--- config.mk ---
export PLATFORM = sky130hd
export DESIGN_NAME = fifo_wr_lane_packer
export DESIGN_NICKNAME = d
export VERILOG_FILES = /design/src/rtl/fifo_if_pkg.sv /design/src/rtl/fifo_wr_hold_reg.sv /design/src/rtl/fifo_wr_lane_packer.sv
export SDC_FILE = /design/constraint.sdc
export NUM_CORES = 1
export LEC_CHECK = 0
export CAP_MARGIN = 10
export CELL_PAD_IN_SITES_DETAIL_PLACEMENT = 1
export CELL_PAD_IN_SITES_GLOBAL_PLACEMENT = 1
export CORE_MARGIN = 5
export CORE_UTILIZATION = 30
export DETAILED_ROUTE_END_ITERATION = 8
export PLACE_DENSITY_LB_ADDON = 0.15
export SYNTH_ARGS = -nofsm -noshare
export SYNTH_HDL_FRONTEND = slang
export SYNTH_SLANG_ARGS = --single-unit
--- constraint.sdc ---
create_clock -name clk -period 10.35 [get_ports clk]
set_input_delay 3.105 -clock clk [delete_from_list [all_inputs] [get_ports clk]]
set_output_delay 3.105 -clock clk [all_outputs]
set_load 0.05 [all_outputs]
--- src/rtl/fifo_if_pkg.sv ---
// Shared definitions for the FIFO write-side lane packing path.
// Holds width derivations and status counter defaults used by the packer.
package fifo_if_pkg;

    localparam int unsigned CNT_WIDTH_DEF = 32;

    function automatic int unsigned base_width(input int unsigned if_width,
                                               input int unsigned divisor);
        return if_width / divisor;
    endfunction

    // Lane counter width; at least one bit so a single-lane config still elaborates.
    function automatic int unsigned clog2_min1(input int unsigned n);
        int unsigned w;
        w = 1;
        while ((32'd1 << w) < n) begin
            w = w + 1;
        end
        return w;
    endfunction

endpackage

--- src/rtl/fifo_wr_hold_reg.sv ---
// One-entry hold register in front of the FIFO write port.
// Keeps a completed word stable while the FIFO is full; a load in the write cycle keeps it valid.
module fifo_wr_hold_reg #(
    parameter int unsigned WIDTH = 256
) (
    input  logic             clk,
    input  logic             rst,
    input  logic             load,
    input  logic [WIDTH-1:0] load_data,
    input  logic             load_padded,
    input  logic             fifo_full,
    output logic [WIDTH-1:0] hold_data,
    output logic             wren,
    output logic             hold_vld,
    output logic             padded
);

    logic [WIDTH-1:0] hold_q, hold_d;
    logic             hold_vld_q, hold_vld_d;
    logic             padded_q, padded_d;

    assign wren      = hold_vld_q & ~fifo_full & ~rst;
    assign hold_data = hold_q;
    assign hold_vld  = hold_vld_q;
    assign padded    = padded_q;

    always_comb begin
        hold_d     = hold_q;
        hold_vld_d = hold_vld_q & ~wren;
        padded_d   = padded_q;
        if (load) begin
            hold_d     = load_data;
            hold_vld_d = 1'b1;
            padded_d   = load_padded;
        end
    end

    always_ff @(posedge clk) begin
        if (rst) begin
            hold_q     <= '0;
            hold_vld_q <= 1'b0;
            padded_q   <= 1'b0;
        end else begin
            hold_q     <= hold_d;
            hold_vld_q <= hold_vld_d;
            padded_q   <= padded_d;
        end
    end

endmodule

--- src/rtl/fifo_wr_lane_packer.sv ---
// Packs BASE_WIDTH-bit beats into IF_WIDTH-bit FIFO words, first beat in lane 0.
// s_last closes a short word early; lanes above the closing beat are filled with PAD_VALUE.
module fifo_wr_lane_packer
    import fifo_if_pkg::*;
#(
    parameter int unsigned                  IF_WIDTH       = 256,
    parameter int unsigned                  DIVISOR        = 8,
    parameter logic [IF_WIDTH/DIVISOR-1:0]  PAD_VALUE      = '0,
    parameter bit                           AFULL_THROTTLE = 1'b0,
    parameter int unsigned                  CNT_WIDTH      = CNT_WIDTH_DEF
) (
    input  logic                        clk,
    input  logic                        rst,
    input  logic [IF_WIDTH/DIVISOR-1:0] s_data,
    input  logic                        s_valid,
    input  logic                        s_last,
    output logic                        s_ready,
    output logic [IF_WIDTH-1:0]         fifo_wrdata,
    output logic                        fifo_wren,
    input  logic                        fifo_full,
    input  logic                        fifo_almostfull,
    output logic [CNT_WIDTH-1:0]        word_cnt,
    output logic [CNT_WIDTH-1:0]        partial_cnt,
    output logic                        busy
);

    localparam int unsigned       BASE_WIDTH = base_width(IF_WIDTH, DIVISOR);
    localparam int unsigned       LANE_W     = clog2_min1(DIVISOR);
    localparam logic [LANE_W-1:0] LAST_LANE  = LANE_W'(DIVISOR - 1);

    logic [LANE_W-1:0]    lane_cnt_q, lane_cnt_d;
    logic [IF_WIDTH-1:0]  asm_q, asm_d;
    logic [IF_WIDTH-1:0]  word_d;
    logic [CNT_WIDTH-1:0] word_cnt_q, word_cnt_d;
    logic [CNT_WIDTH-1:0] partial_cnt_q, partial_cnt_d;
    logic                 accept, complete;
    logic                 hold_vld, hold_padded, wren;
    logic [31:0]          lane_u;

    assign s_ready  = ~rst & (~hold_vld | ~fifo_full) & ~(AFULL_THROTTLE & fifo_almostfull);
    assign accept   = s_valid & s_ready;
    assign complete = accept & (s_last | (lane_cnt_q == LAST_LANE));
    assign lane_u   = 32'(lane_cnt_q);

    always_comb begin
        lane_cnt_d = lane_cnt_q;
        asm_d      = asm_q;
        if (accept) begin
            asm_d[lane_u*BASE_WIDTH +: BASE_WIDTH] = s_data;
            lane_cnt_d = complete ? '0 : lane_cnt_q + LANE_W'(1);
        end
    end

    // Word handed to the hold register: filled lanes, the closing beat, then padding.
    always_comb begin
        word_d = '0;
        for (int unsigned i = 0; i < DIVISOR; i++) begin
            if (i < lane_u) begin
                word_d[i*BASE_WIDTH +: BASE_WIDTH] = asm_q[i*BASE_WIDTH +: BASE_WIDTH];
            end else if (i == lane_u) begin
                word_d[i*BASE_WIDTH +: BASE_WIDTH] = s_data;
            end else begin
                word_d[i*BASE_WIDTH +: BASE_WIDTH] = PAD_VALUE;
            end
        end
    end

    always_comb begin
        word_cnt_d    = word_cnt_q + CNT_WIDTH'(wren);
        partial_cnt_d = partial_cnt_q + CNT_WIDTH'(wren & hold_padded);
    end

    always_ff @(posedge clk) begin
        if (rst) begin
            lane_cnt_q    <= '0;
            asm_q         <= '0;
            word_cnt_q    <= '0;
            partial_cnt_q <= '0;
        end else begin
            lane_cnt_q    <= lane_cnt_d;
            asm_q         <= asm_d;
            word_cnt_q    <= word_cnt_d;
            partial_cnt_q <= partial_cnt_d;
        end
    end

    fifo_wr_hold_reg #(
        .WIDTH (IF_WIDTH)
    ) u_hold (
        .clk         (clk),
        .rst         (rst),
        .load        (complete),
        .load_data   (word_d),
        .load_padded (lane_cnt_q != LAST_LANE),
        .fifo_full   (fifo_full),
        .hold_data   (fifo_wrdata),
        .wren        (wren),
        .hold_vld    (hold_vld),
        .padded      (hold_padded)
    );

    assign fifo_wren   = wren;
    assign word_cnt    = word_cnt_q;
    assign partial_cnt = partial_cnt_q;
    assign busy        = ~rst & ((lane_cnt_q != '0) | hold_vld);

endmodule

==> results_dict.tcl <==
set metrics [dict create \
    drt_pre_antenna_iters 5 \
    dp_slack_ns 2.057 \
    vias_per_cell 5.481 \
    io_pins 361 \
    max_freq_mhz 119.9 \
    yosysMostFrequentCell "dfxtp_1" \
    hold_viol_final 0 \
    ys.warnings.count 0 \
    start_util_pct 30.26 \
    core.rowCount 99 \
    drtIter0Drc 1170 \
    htreeDepth 2 \
    dp_hpwl_um 54650 \
    synth_nets 2695 \
    cts-root-buf "clkbuf_16" \
    dieArea_um2 79110 \
    post_dp_cell_area_um2 26130 \
    finalInstanceArea_um2 28230 \
    groute.usage.overall_pct 20.64 \
    synth_edf_count 0 \
    ys.flop_type "dfxtp_1" \
    routed_wl_um 85350 \
    route.detailed.drc 0 \
    p_leak_nw 8.637 \
    fin_crit_sh_pct 80.55 \
    gp_congestion 0.7602 \
    ys_ff_latch 549 \
    worstSetupPathType "in2out" \
    ctsHoldBuffers 0 \
    core_area_um2 72960 \
    clock_path_buffers 3 \
    ys_seq_area_share_pct 49.79 \
    synth.avg_cell_area_um2 8.349 \
    overflow 0 \
    clkLatencyLatePin_ns 0.64 \
    arrival_ns 5.23 \
    numPortBuffers 359 \
    tightestPinTransition_ns 1.260 \
    drv_cap 0 \
    grt_pass1_wl_um 130200 \
    grt_pass1_vias 21090 \
    fin_nets 2867 \
    required_ns 7.25 \
    fin_tns_setup_ns 0 \
    status "completed" \
    cts_made_buffers 61 \
    synth_top_area_share_pct 49.79 \
    syn_area_um2 22070 \
    wl_per_cell_um 22.30 \
    via_count 20980 \
    syn_inst 2644 \
    synth-async-reset-ratio_pct 0 \
    min_period_ns 8.337 \
    area_growth_pct 27.90 \
    fin_ws_ns 2.013 \
    peakVddDrop_mv 0.1238 \
    end_kind "primary output" \
    yosys-top-cells-area "dfxtp_1 (50%), nand3_1 (7.6%), nand2_1 (6.5%)" \
    synthDistinctLibCells 41 \
    synth_top_cell_by_area "dfxtp_1" \
    hp-class "reg2reg" \
    rsz0062_at_grt "false" \
    cts_resized 0 \
    critPathMaxFanout 11 \
    die_h_um 281.3 \
    setup_viol 0 \
    grt_max_degree 205 \
    yosys-top-cells-count "dfxtp_1 (549), nand2_1 (380), nand3_1 (335)" \
    cts_sinks 549 \
    slew_headroom_pct 16.03 \
    die_x_um 281.3 \
    post_cts_buffers 0 \
    powerDensity_nw_per_um2 175.6 \
    drv_slew 0 \
    start_kind "primary input" \
    worst_clock_skew_ns 0.02941 \
    path_clk_slew_ns 0.06 \
    ant_nets 0 \
    antenna_found_initial 3 \
    drive_above_1_share_pct 5.897 \
    cts_tree "done" \
]
==> metal layers <==
metal  global-route usage (%)  wire length (um)  up-vias
li1                         -                 -     9833
met5                        0                 0        -
met1                    28.10             39150    10580
met4                    5.997              2354        0
met3                    3.265              3852      125
met2                    34.04             39990      445
==> state kept, by name, summed over array words and instances (netlist names) <==
signal	count
u_hold.padded	1
u_hold.hold_vld	1
u_hold.hold_data	256
asm_q	224
word_cnt	32
partial_cnt	32
lane_cnt_q	3
==> critical path: stages <==
cell	delay, ns
clkdlybuf4s50_1	0.47
a21o_1	0.33
inv_1	0.32
clkdlybuf4s50_1	0.99
==> path summary, 6_finish.rpt <==
kind / from / end / slack (ns) / cells past startpoint
worst max-delay path: fifo_full / s_ready / 2.01 / 4
worst min-delay path: asm_q[222]$_SDFFE_PP0P_ / asm_q[222]$_SDFFE_PP0P_ / 0.45 / 2
worst max register to register: lane_cnt_q[1]$_SDFFE_PP0P_ / asm_q[119]$_SDFFE_PP0P_ / 6.77 / 6
worst min register to register: asm_q[222]$_SDFFE_PP0P_ / asm_q[222]$_SDFFE_PP0P_ / 0.45 / 2
==> where the power goes <==
group	total (mW)	internal [mW]	switching (mW)
combinational	0.536	0.145	0.391
sequential	2.20	2.16	0.0344
clock	2.22	1.31	0.911
total	4.96	3.62	1.34
==> placed cells by master, fill, tap and decap left out, drive strengths merged, types with 2 or more instances in the layout <==
cell type,netlist,layout
or3,16,16
a22o,64,64
o31a,2,2
buf,81,42
o31ai,20,20
ha,13,13
nor2,258,258
clkbuf,210,94
bufinv,0,4
nor3b,4,4
nand2,380,380
or4,22,22
and3,7,7
a211oi,64,64
nor4,4,4
nand4b,2,2
nand3,337,337
xor2,18,18
clkdlybuf4s50,0,358
nor3,12,12
dfxtp,549,549
nand4,24,24
xnor2,7,7
diode,0,3
mux2,3,3
clkinv,0,12
o21ai,46,46
a21oi,232,232
inv,11,13
nor4b,2,2
nor2b,7,7
and2,7,7
and4,13,13
a22oi,64,64
a311oi,160,160
==> through the flow <==
stage	hold WS (ns)	power, mW	util [%]	std cells
6_report	0.4547	4.959	38.70	3828
5_1_grt	0.4741	5.147	38.70	3828
4_1_cts	0.4551	5.022	38.63	3823
3_5_place_dp	0.4470	2.782	35.81	3710
3_3_place_gp	0.4422	2.771	35.81	3710
2_1_floorplan	0.4366	2.568	-	2644
==> final cells by class <==
type / count / area [um2]
Clock buffer: 94 / 1831
Multi-Input combinational cell: 1793 / 9988
Timing Repair Buffer: 400 / 3946
Clock inverter: 19 / 227.7
Inverter: 11 / 41.29
Antenna cell: 3 / 7.507
Sequential cell: 549 / 10990
Tap cell: 959 / 1200
Fill cell: 8402 / 44720
==> cells by family (layout without fill, tap and decap cells) <==
family / after synthesis / after routing / synth area share [%]
buffers and inverters: 302 / 524 / 5.543
XOR/XNOR: 25 / 25 / 0.9919
other: 0 / 3 / 0
AO/OA/AOI/OAI: 655 / 655 / 20.42
AND/OR/NAND/NOR: 1096 / 1096 / 22.32
multiplexers: 4 / 4 / 0.1984
adder cells (fa/ha/maj): 13 / 13 / 0.7369
flip-flops: 549 / 549 / 49.79
Power figures use the tool's default switching activity.
